<file path="config.mk">
export PLATFORM = sky130hd
export DESIGN_NAME = mem_arbiter
export DESIGN_NICKNAME = d
export VERILOG_FILES = /design/src/rtl/mem_arb_pkg.sv /design/src/rtl/mem_arbiter_timer.sv /design/src/rtl/mem_arbiter.sv
export SDC_FILE = /design/constraint.sdc
export NUM_CORES = 1
export LEC_CHECK = 0
export ABC_AREA = 1
export BUFFER_PORTS_ARGS = -buffer_cell sky130_fd_sc_hd__buf_4
export CAP_MARGIN = 30
export CORE_MARGIN = 4
export CORE_UTILIZATION = 40
export CTS_CLUSTER_SIZE = 28
export DETAILED_ROUTE_END_ITERATION = 10
export GPL_TIMING_DRIVEN = 0
export PLACE_DENSITY = 0.75
export SETUP_SLACK_MARGIN = 0.5
export SLEW_MARGIN = 20
export SYNTH_ARGS = -nofsm -noshare
export SYNTH_HDL_FRONTEND = slang
export SYNTH_HIERARCHICAL = 1
export SYNTH_SLANG_ARGS = --single-unit
</file>
<file path="constraint.sdc">
create_clock -name clk_i -period 7.6 [get_ports clk_i]
set_clock_uncertainty 0.15 [all_clocks]
set_input_delay 1.14 -clock clk_i [delete_from_list [all_inputs] [get_ports clk_i]]
set_output_delay 1.14 -clock clk_i [all_outputs]
set_load 0.01 [all_outputs]
</file>
<file path="src/rtl/mem_arb_pkg.sv">
// Shared types and helpers for the unified-memory arbiter (IF fetch port vs MEM data port).
package mem_arb_pkg;

    typedef enum logic [1:0] {
        IDLE    = 2'd0,
        BUSY_IF = 2'd1,
        BUSY_DM = 2'd2
    } arb_state_t;

    typedef enum logic {
        OWN_IF = 1'b0,
        OWN_DM = 1'b1
    } owner_t;

    // Width of a counter that must hold values 0..lat.
    function automatic int lat_cnt_w(input int lat);
        return $clog2(lat + 1);
    endfunction

endpackage

</file>
<file path="src/rtl/mem_arbiter_timer.sv">
// Loadable saturating down-counter; done_o is high while the count sits at zero.
module arb_lat_timer #(
    parameter int           W       = 2,
    parameter logic [W-1:0] RST_VAL = '0
) (
    input  logic         clk_i,
    input  logic         rst_i,
    input  logic         load_i,
    input  logic [W-1:0] load_val_i,
    input  logic         dec_i,
    output logic         done_o
);

    logic [W-1:0] count;

    always_ff @(posedge clk_i or posedge rst_i) begin
        if (rst_i) begin
            count <= RST_VAL;
        end else if (load_i) begin
            count <= load_val_i;
        end else if (dec_i && (count != '0)) begin
            count <= count - W'(1);
        end
    end

    assign done_o = (count == '0);

endmodule

</file>
<file path="src/rtl/mem_arbiter.sv">
// Arbitrates a fixed-latency single-port memory between instruction fetch and data access.
// Optional IF starvation guard enabled by defining MEM_ARB_STARVE_GUARD_EN.
module mem_arbiter
    import mem_arb_pkg::*;
#(
    parameter int ADDR_W       = 32,
    parameter int DATA_W       = 32,
    parameter int MEM_LAT      = 2,
    parameter int STARVE_LIMIT = 4
) (
    input  logic              clk_i,
    input  logic              rst_i,
    input  logic              if_req_i,
    input  logic [ADDR_W-1:0] if_addr_i,
    output logic              if_ready_o,
    output logic [DATA_W-1:0] if_rdata_o,
    input  logic              dm_req_i,
    input  logic              dm_we_i,
    input  logic [ADDR_W-1:0] dm_addr_i,
    input  logic [DATA_W-1:0] dm_wdata_i,
    output logic              dm_ready_o,
    output logic [DATA_W-1:0] dm_rdata_o,
    output logic              mem_req_o,
    output logic              mem_we_o,
    output logic [ADDR_W-1:0] mem_addr_o,
    output logic [DATA_W-1:0] mem_wdata_o,
    input  logic [DATA_W-1:0] mem_rdata_i,
    output logic              stall_o
);

    localparam int LAT_W = lat_cnt_w(MEM_LAT);

    if (MEM_LAT < 1 || MEM_LAT > 15 || STARVE_LIMIT < 1) begin : g_cfg_check
        $error("mem_arbiter: MEM_LAT must be 1..15 and STARVE_LIMIT at least 1");
    end

    arb_state_t        state, state_nxt;
    owner_t            owner;
    logic              lat_done, complete, arb_en;
    logic              force_if, grant_if, grant_dm, grant;
    logic [DATA_W-1:0] if_hold, dm_hold;

    // A new grant may be made while idle or in the cycle the current access returns.
    assign complete = (state != IDLE) && lat_done;
    assign arb_en   = (state == IDLE) || complete;

`ifdef MEM_ARB_STARVE_GUARD_EN
    localparam int STV_W = lat_cnt_w(STARVE_LIMIT);
    logic starve_done;

    // Counts down the DM grants still allowed while a fetch is waiting.
    arb_lat_timer #(.W(STV_W), .RST_VAL(STV_W'(STARVE_LIMIT))) u_starve (
        .clk_i      (clk_i),
        .rst_i      (rst_i),
        .load_i     (grant_if),
        .load_val_i (STV_W'(STARVE_LIMIT)),
        .dec_i      (grant_dm && if_req_i),
        .done_o     (starve_done)
    );
    assign force_if = starve_done && if_req_i;
`else
    assign force_if = 1'b0;
`endif

    assign grant_dm = arb_en && dm_req_i && !force_if;
    assign grant_if = arb_en && if_req_i && (!dm_req_i || force_if);
    assign grant    = grant_dm || grant_if;
    assign owner    = grant_dm ? OWN_DM : OWN_IF;

    arb_lat_timer #(.W(LAT_W)) u_lat (
        .clk_i      (clk_i),
        .rst_i      (rst_i),
        .load_i     (grant),
        .load_val_i (LAT_W'(MEM_LAT)),
        .dec_i      (1'b1),
        .done_o     (lat_done)
    );

    always_ff @(posedge clk_i or posedge rst_i) begin
        if (rst_i) begin
            state <= IDLE;
        end else begin
            state <= state_nxt;
        end
    end

    always_comb begin
        state_nxt = state;
        if (grant_dm) begin
            state_nxt = BUSY_DM;
        end else if (grant_if) begin
            state_nxt = BUSY_IF;
        end else if (complete) begin
            state_nxt = IDLE;
        end
    end

    always_comb begin
        if_ready_o = complete && (state == BUSY_IF);
        dm_ready_o = complete && (state == BUSY_DM);
        if_rdata_o = if_ready_o ? mem_rdata_i : if_hold;
        dm_rdata_o = (dm_ready_o && !mem_we_o) ? mem_rdata_i : dm_hold;
    end

    // Memory fields hold the last issued access so mem_we_o still describes it at completion.
    always_ff @(posedge clk_i or posedge rst_i) begin
        if (rst_i) begin
            mem_req_o   <= 1'b0;
            mem_we_o    <= 1'b0;
            mem_addr_o  <= '0;
            mem_wdata_o <= '0;
        end else begin
            mem_req_o <= grant;
            if (grant) begin
                mem_addr_o  <= (owner == OWN_DM) ? dm_addr_i : if_addr_i;
                mem_we_o    <= (owner == OWN_DM) && dm_we_i;
                mem_wdata_o <= (owner == OWN_DM) ? dm_wdata_i : '0;
            end
        end
    end

    always_ff @(posedge clk_i or posedge rst_i) begin
        if (rst_i) begin
            if_hold <= '0;
            dm_hold <= '0;
        end else begin
            if (if_ready_o) begin
                if_hold <= mem_rdata_i;
            end
            if (dm_ready_o && !mem_we_o) begin
                dm_hold <= mem_rdata_i;
            end
        end
    end

    assign stall_o = (if_req_i && !if_ready_o) || (dm_req_i && !dm_ready_o);

endmodule

</file>
Word level (Yosys, flattened, before mapping) --
Index checks and enable logic that the tools add are counted.
Cells by class: add/sub/neg operators 1, equal/unequal tests 2, multiplexer cells 10, reduce and logical (&&, ||, !) cells 23
Operators by type and width (number):
- two-way mux 32 bit | 4
- logical AND 1 bit | 10
- two-way mux 2 bit | 5
- nonzero test 2 bit | 3
- zero test 1 bit | 4
- zero test 2 bit | 2
- logical OR 1 bit | 3
- nonzero test 3 bit | 1
- equality test 2 x 1 -> 1 bit (second input constant) | 1
- equality test 2 bit (second input constant) | 1
- subtractor 2 x 1 -> 2 bit (second input constant) | 1
- two-way mux 1 bit | 1
Storage, ports and cells: register bits 134, output and inout port bits 133

Longest topological paths before layout --
word-level depth 7, depth in mapped cells 11

Cells and area by module --
Netlist, hierarchy kept.
Modules (own cells, without submodules):
- mem_arbiter | times used 1, cells an instance 668, area each 5542.8 um^2
- arb_lat_timer | times used 1, cells an instance 20, area each 131.4 um^2

Worst setup path before layout --
OpenSTA, ideal clock, no wires.
path type input -> output, from in dm_req_i, to out stall_o, arrival 1726 ps, required time 6310 ps, slack 4584 ps, cell stages on the path 3, cells stage by stage clkbuf_1 > inv_1 > o21ai_0
On the way: longest elaborated chain between the ends 2
RTL lines:
- from (decl) | RTL line mem_arbiter.sv:17 | input logic dm_req_i,
- logical AND 1 bit | RTL line mem_arbiter.sv:136 | assign stall_o = (if_req_i && !if_ready_o) || (dm_req_i && !dm_ready_o);
- logical OR 1 bit | RTL line mem_arbiter.sv:136
- to (decl) | RTL line mem_arbiter.sv:28 | output logic stall_o
Every way passes these cells.

Worst setup path in the final report --
from reg u_lat.count[0], to out dm_rdata_o[29]
On the way: longest elaborated chain between the ends 5
RTL lines:
- from (decl) | RTL line mem_arbiter_timer.sv:14 | logic [W-1:0] count;
- from (signal assigned) | RTL line mem_arbiter_timer.sv:20 | count <= load_val_i;
- from (signal assigned) | RTL line mem_arbiter_timer.sv:22 | count <= count - W'(1);
- zero test 2 bit | RTL line mem_arbiter_timer.sv:26 | assign done_o = (count == '0);
- net lat_done | RTL line mem_arbiter.sv:39 | logic lat_done, complete, arb_en;
- logical AND 1 bit | RTL line mem_arbiter.sv:44 | assign complete = (state != IDLE) && lat_done;
- logical AND 1 bit | RTL line mem_arbiter.sv:100 | dm_ready_o = complete && (state == BUSY_DM);
- logical AND 1 bit | RTL line mem_arbiter.sv:102 | dm_rdata_o = (dm_ready_o && !mem_we_o) ? mem_rdata_i : dm_hold;
- two-way mux 32 bit
- to (decl) | RTL line mem_arbiter.sv:22 | output logic [DATA_W-1:0] dm_rdata_o,
The timed path passes the listed nets, and every way through them passes these cells.

==> flow_summary.ini <==
[critical_path]
worstPathArrival_ns = 2.19
crit-reg2reg-launch = u_lat/count[0]
slowest_delay_ns = 0.38
path_buf_inv = 4
rr_worst_depth = 8
worstSetupPathType = reg2out
r2r_slack_ns = 5.60
cpMostUsedCell = inv_1
crit_fanout = 10
cp_top_family = buffers and inverters
slowest_stage = dfrtp_1
start_kind = flip-flop
worst_setup_path_end_kind = output pin
path_cells = inv_1 > ha_1 > inv_1 > nor3_2 > nand2_2 > buf_2 > o21ai_1 > buf_4
path_depth = 8
r2r-end = mem_addr_o[31]
required_ns = 6.31

[finish]
final_common_cell = nand2_1
final_layout_size_suffix_gt1_share_pct = 33.2
area_delta_synth_final_pct = 50.3
final_area_mm2 = 0.00853
diodes = 0
final_cell_count_no_fill = 1166
final_core_util_pct = 61.4
final_nets = 1107
most-common-layout-cells = 267 x nand2_1, 264 x buf_4, 134 x dfrtp_1, 101 x inv_1, 68 x nand3_1
fillerInstances = 1216

[sta]
worst_slew_pin_slew_ns = 0.624
fin_ws_ns = 4.12
setup-violations-final = 0
layout_min_cycle_time_ns = 3.48
tns_ns = 0
max_clock_freq_mhz = 288
hold_viol = 0
drv_slew = 0
rsz0062_at_grt = false
slew_headroom_pct = 58.4
fin_crit_sh_pct = 45.8

[routing]
drtIter0Drc = 312
post_drt_via_cell_ratio = 4.62
num_vias = 5389
drc = 0
wl_per_cell_um = 15.0
first_pass_iters = 6
routed_wirelength_um = 17500
final_antenna_net_count = 0

[floorplanning]
fp-row-count = 43
die_y_um = 127
die-area_mm2 = 0.0162
die_w_um = 127
core_mm2 = 0.0139
start_util_pct = 40.9
ios = 266

[clock_tree]
cts_buffers = 17
postCtsHoldBufs = 0
clk_latency_ns = 0.42
cts_resized = 0
clkSinkCount = 134
cts_tree = done
cts_root_buf = clkbuf_16
h-tree-depth = 4
clkTransAtPathRegs_ns = 0.06
post_cts_buffers = 0
clockBufferDepth = 2

[logic_synthesis]
synth_cells = 688
netlist_area_mm2 = 0.00567
seq_area_frac_synth_pct = 59.1
ys_warn_count = 6
synth_seq_cells = 134
avgSynthCellArea_um2 = 8.25
synthDistinctLibCells = 16

[worst_hold_path]
holdPathEnd = mem_addr_o[14]
worstHoldPathType = reg2reg
hold_start = mem_addr_o[14]
hold_depth = 2

[global_routing]
antenna_found_initial = 0
grt_overflow = 0
grt_max_degree = 68
grt_first_pass_wirelength_um = 27500
grt_pass1_vias = 5333
track_usage_pct = 21.7

[pwr]
powerDensity_mw_per_mm2 = 447
p_leak_uw = 0.00491
vdd_drop_max_v = 0.000200

[placement]
dpl.cell_count = 1134
io_buffer_count = 264
place_area_mm2 = 0.00792
dp_hpwl_um = 13300
place_congestion = 0.857
preCtsSetupSlack_ns = 4.46

[run]
max-cap-violations = 0

[outcome]
outcome = finished, final reports clean
-- cell families (layout without fill, tap and decap cells) --
logic type               after synthesis  in the layout  synth area share [%]
flip-flops                           134            134                  59.1
other                                  2              3                 0.132
adder cells (fa/ha/maj)                1              1                 0.220
AO/OA/AOI/OAI                         71             71                  6.53
AND/OR/NAND/NOR                      339            339                  24.2
buffers and inverters                141            438                  9.86
-- per-stage QoR --
| stage | total power (uW) | hold slack [ns] |
|---|---|---|
| finish | 3820 | 0.329 |
| global route | 4080 | 0.341 |
| CTS | 3860 | 0.332 |
| detailed placement | 3010 | 0.316 |
| global placement | 2960 | 0.313 |
| floorplan | 2070 | 0.325 |
-- worst reg2reg max path: cells and delay by family (launching register included) --
family                     cells  cell delay, ns
adders and majority gates      1            0.20
and+or+nand+nor                3            0.38
DFF                            1            0.38
buffers and inverters          3            0.64
AOI/OAI and AO/OA              1            0.13
-- synthesized netlist by cell type --
| library cell | n | share of area (%) |
|---|---|---|
| inv_2 | 3 | 0.20 |
| o21ai_0 | 37 | 3.3 |
| ha_1 | 1 | 0.22 |
| o21ai_1 | 32 | 2.8 |
| dfrtp_1 | 134 | 59 |
| conb_1 | 2 | 0.13 |
| nor3_2 | 1 | 0.18 |
| nand2_1 | 267 | 18 |
| nand3_1 | 68 | 6.0 |
| nand4_1 | 2 | 0.22 |
| o21ai_4 | 1 | 0.29 |
| buf_2 | 24 | 2.1 |
| inv_1 | 102 | 6.7 |
| nand2_2 | 1 | 0.11 |
| o21ai_2 | 1 | 0.15 |
| clkbuf_1 | 12 | 0.79 |
-- sequential cells by signal (all words and copies together) (netlist names) --
signal,cells
dm_hold,32
if_hold,32
mem_addr_o,32
mem_wdata_o,32
state,2
u_lat/count,2
mem_req_o,1
mem_we_o,1
-- worst max path at each step --
stage	startpoint	to	slack, ns
2_1_floorplan	rst_i	dm_hold[0]	2.78
3_3_place_gp	rst_i	if_hold[22]	1.29
3_5_place_dp	dm_req_i	stall_o	4.46
4_1_cts	u_lat/count[0]	dm_rdata_o[29]	4.08
5_1_grt	u_lat/count[0]	dm_rdata_o[29]	3.88
6_report	u_lat/count[0]	dm_rdata_o[29]	4.12
-- report_power, final --
| part | internal, uW | total [uW] | switching, uW | leakage [uW] |
|---|---|---|---|---|
| logic | 765 | 1770 | 1000 | 0.00298 |
| clock network | 533 | 838 | 305 | 0.000278 |
| registers | 1060 | 1210 | 151 | 0.00165 |
-- final cells by class --
| type | count | area [um^2] | area share, % |
|---|---|---|---|
| flip-flops and latches | 134 | 3350 | 39.3 |
| repair buffers | 265 | 2010 | 23.6 |
| multi-input cells | 414 | 1770 | 20.7 |
| clock buffers | 21 | 460 | 5.40 |
| inverters | 105 | 402 | 4.71 |
| well taps | 180 | 225 | 2.64 |
| plain buffers | 36 | 165 | 1.94 |
| clock inverters | 11 | 149 | 1.75 |
-- per-layer routing --
| metal | GRT usage (%) | vias to the layer above | share of wire (%) | wire length [um] |
|---|---|---|---|---|
| met2 | 35.6 | 226 | 48 | 8350 |
| met3 | 7.73 | 26 | 9.9 | 1730 |
| li1 | - | 2668 | - | - |
| met5 | 0 | - | 0 | 0 |
| met4 | 7.95 | 0 | 2.0 | 344 |
| met1 | 26.6 | 2469 | 40 | 7050 |
No activity file was read; power rests on OpenSTA's default activity.
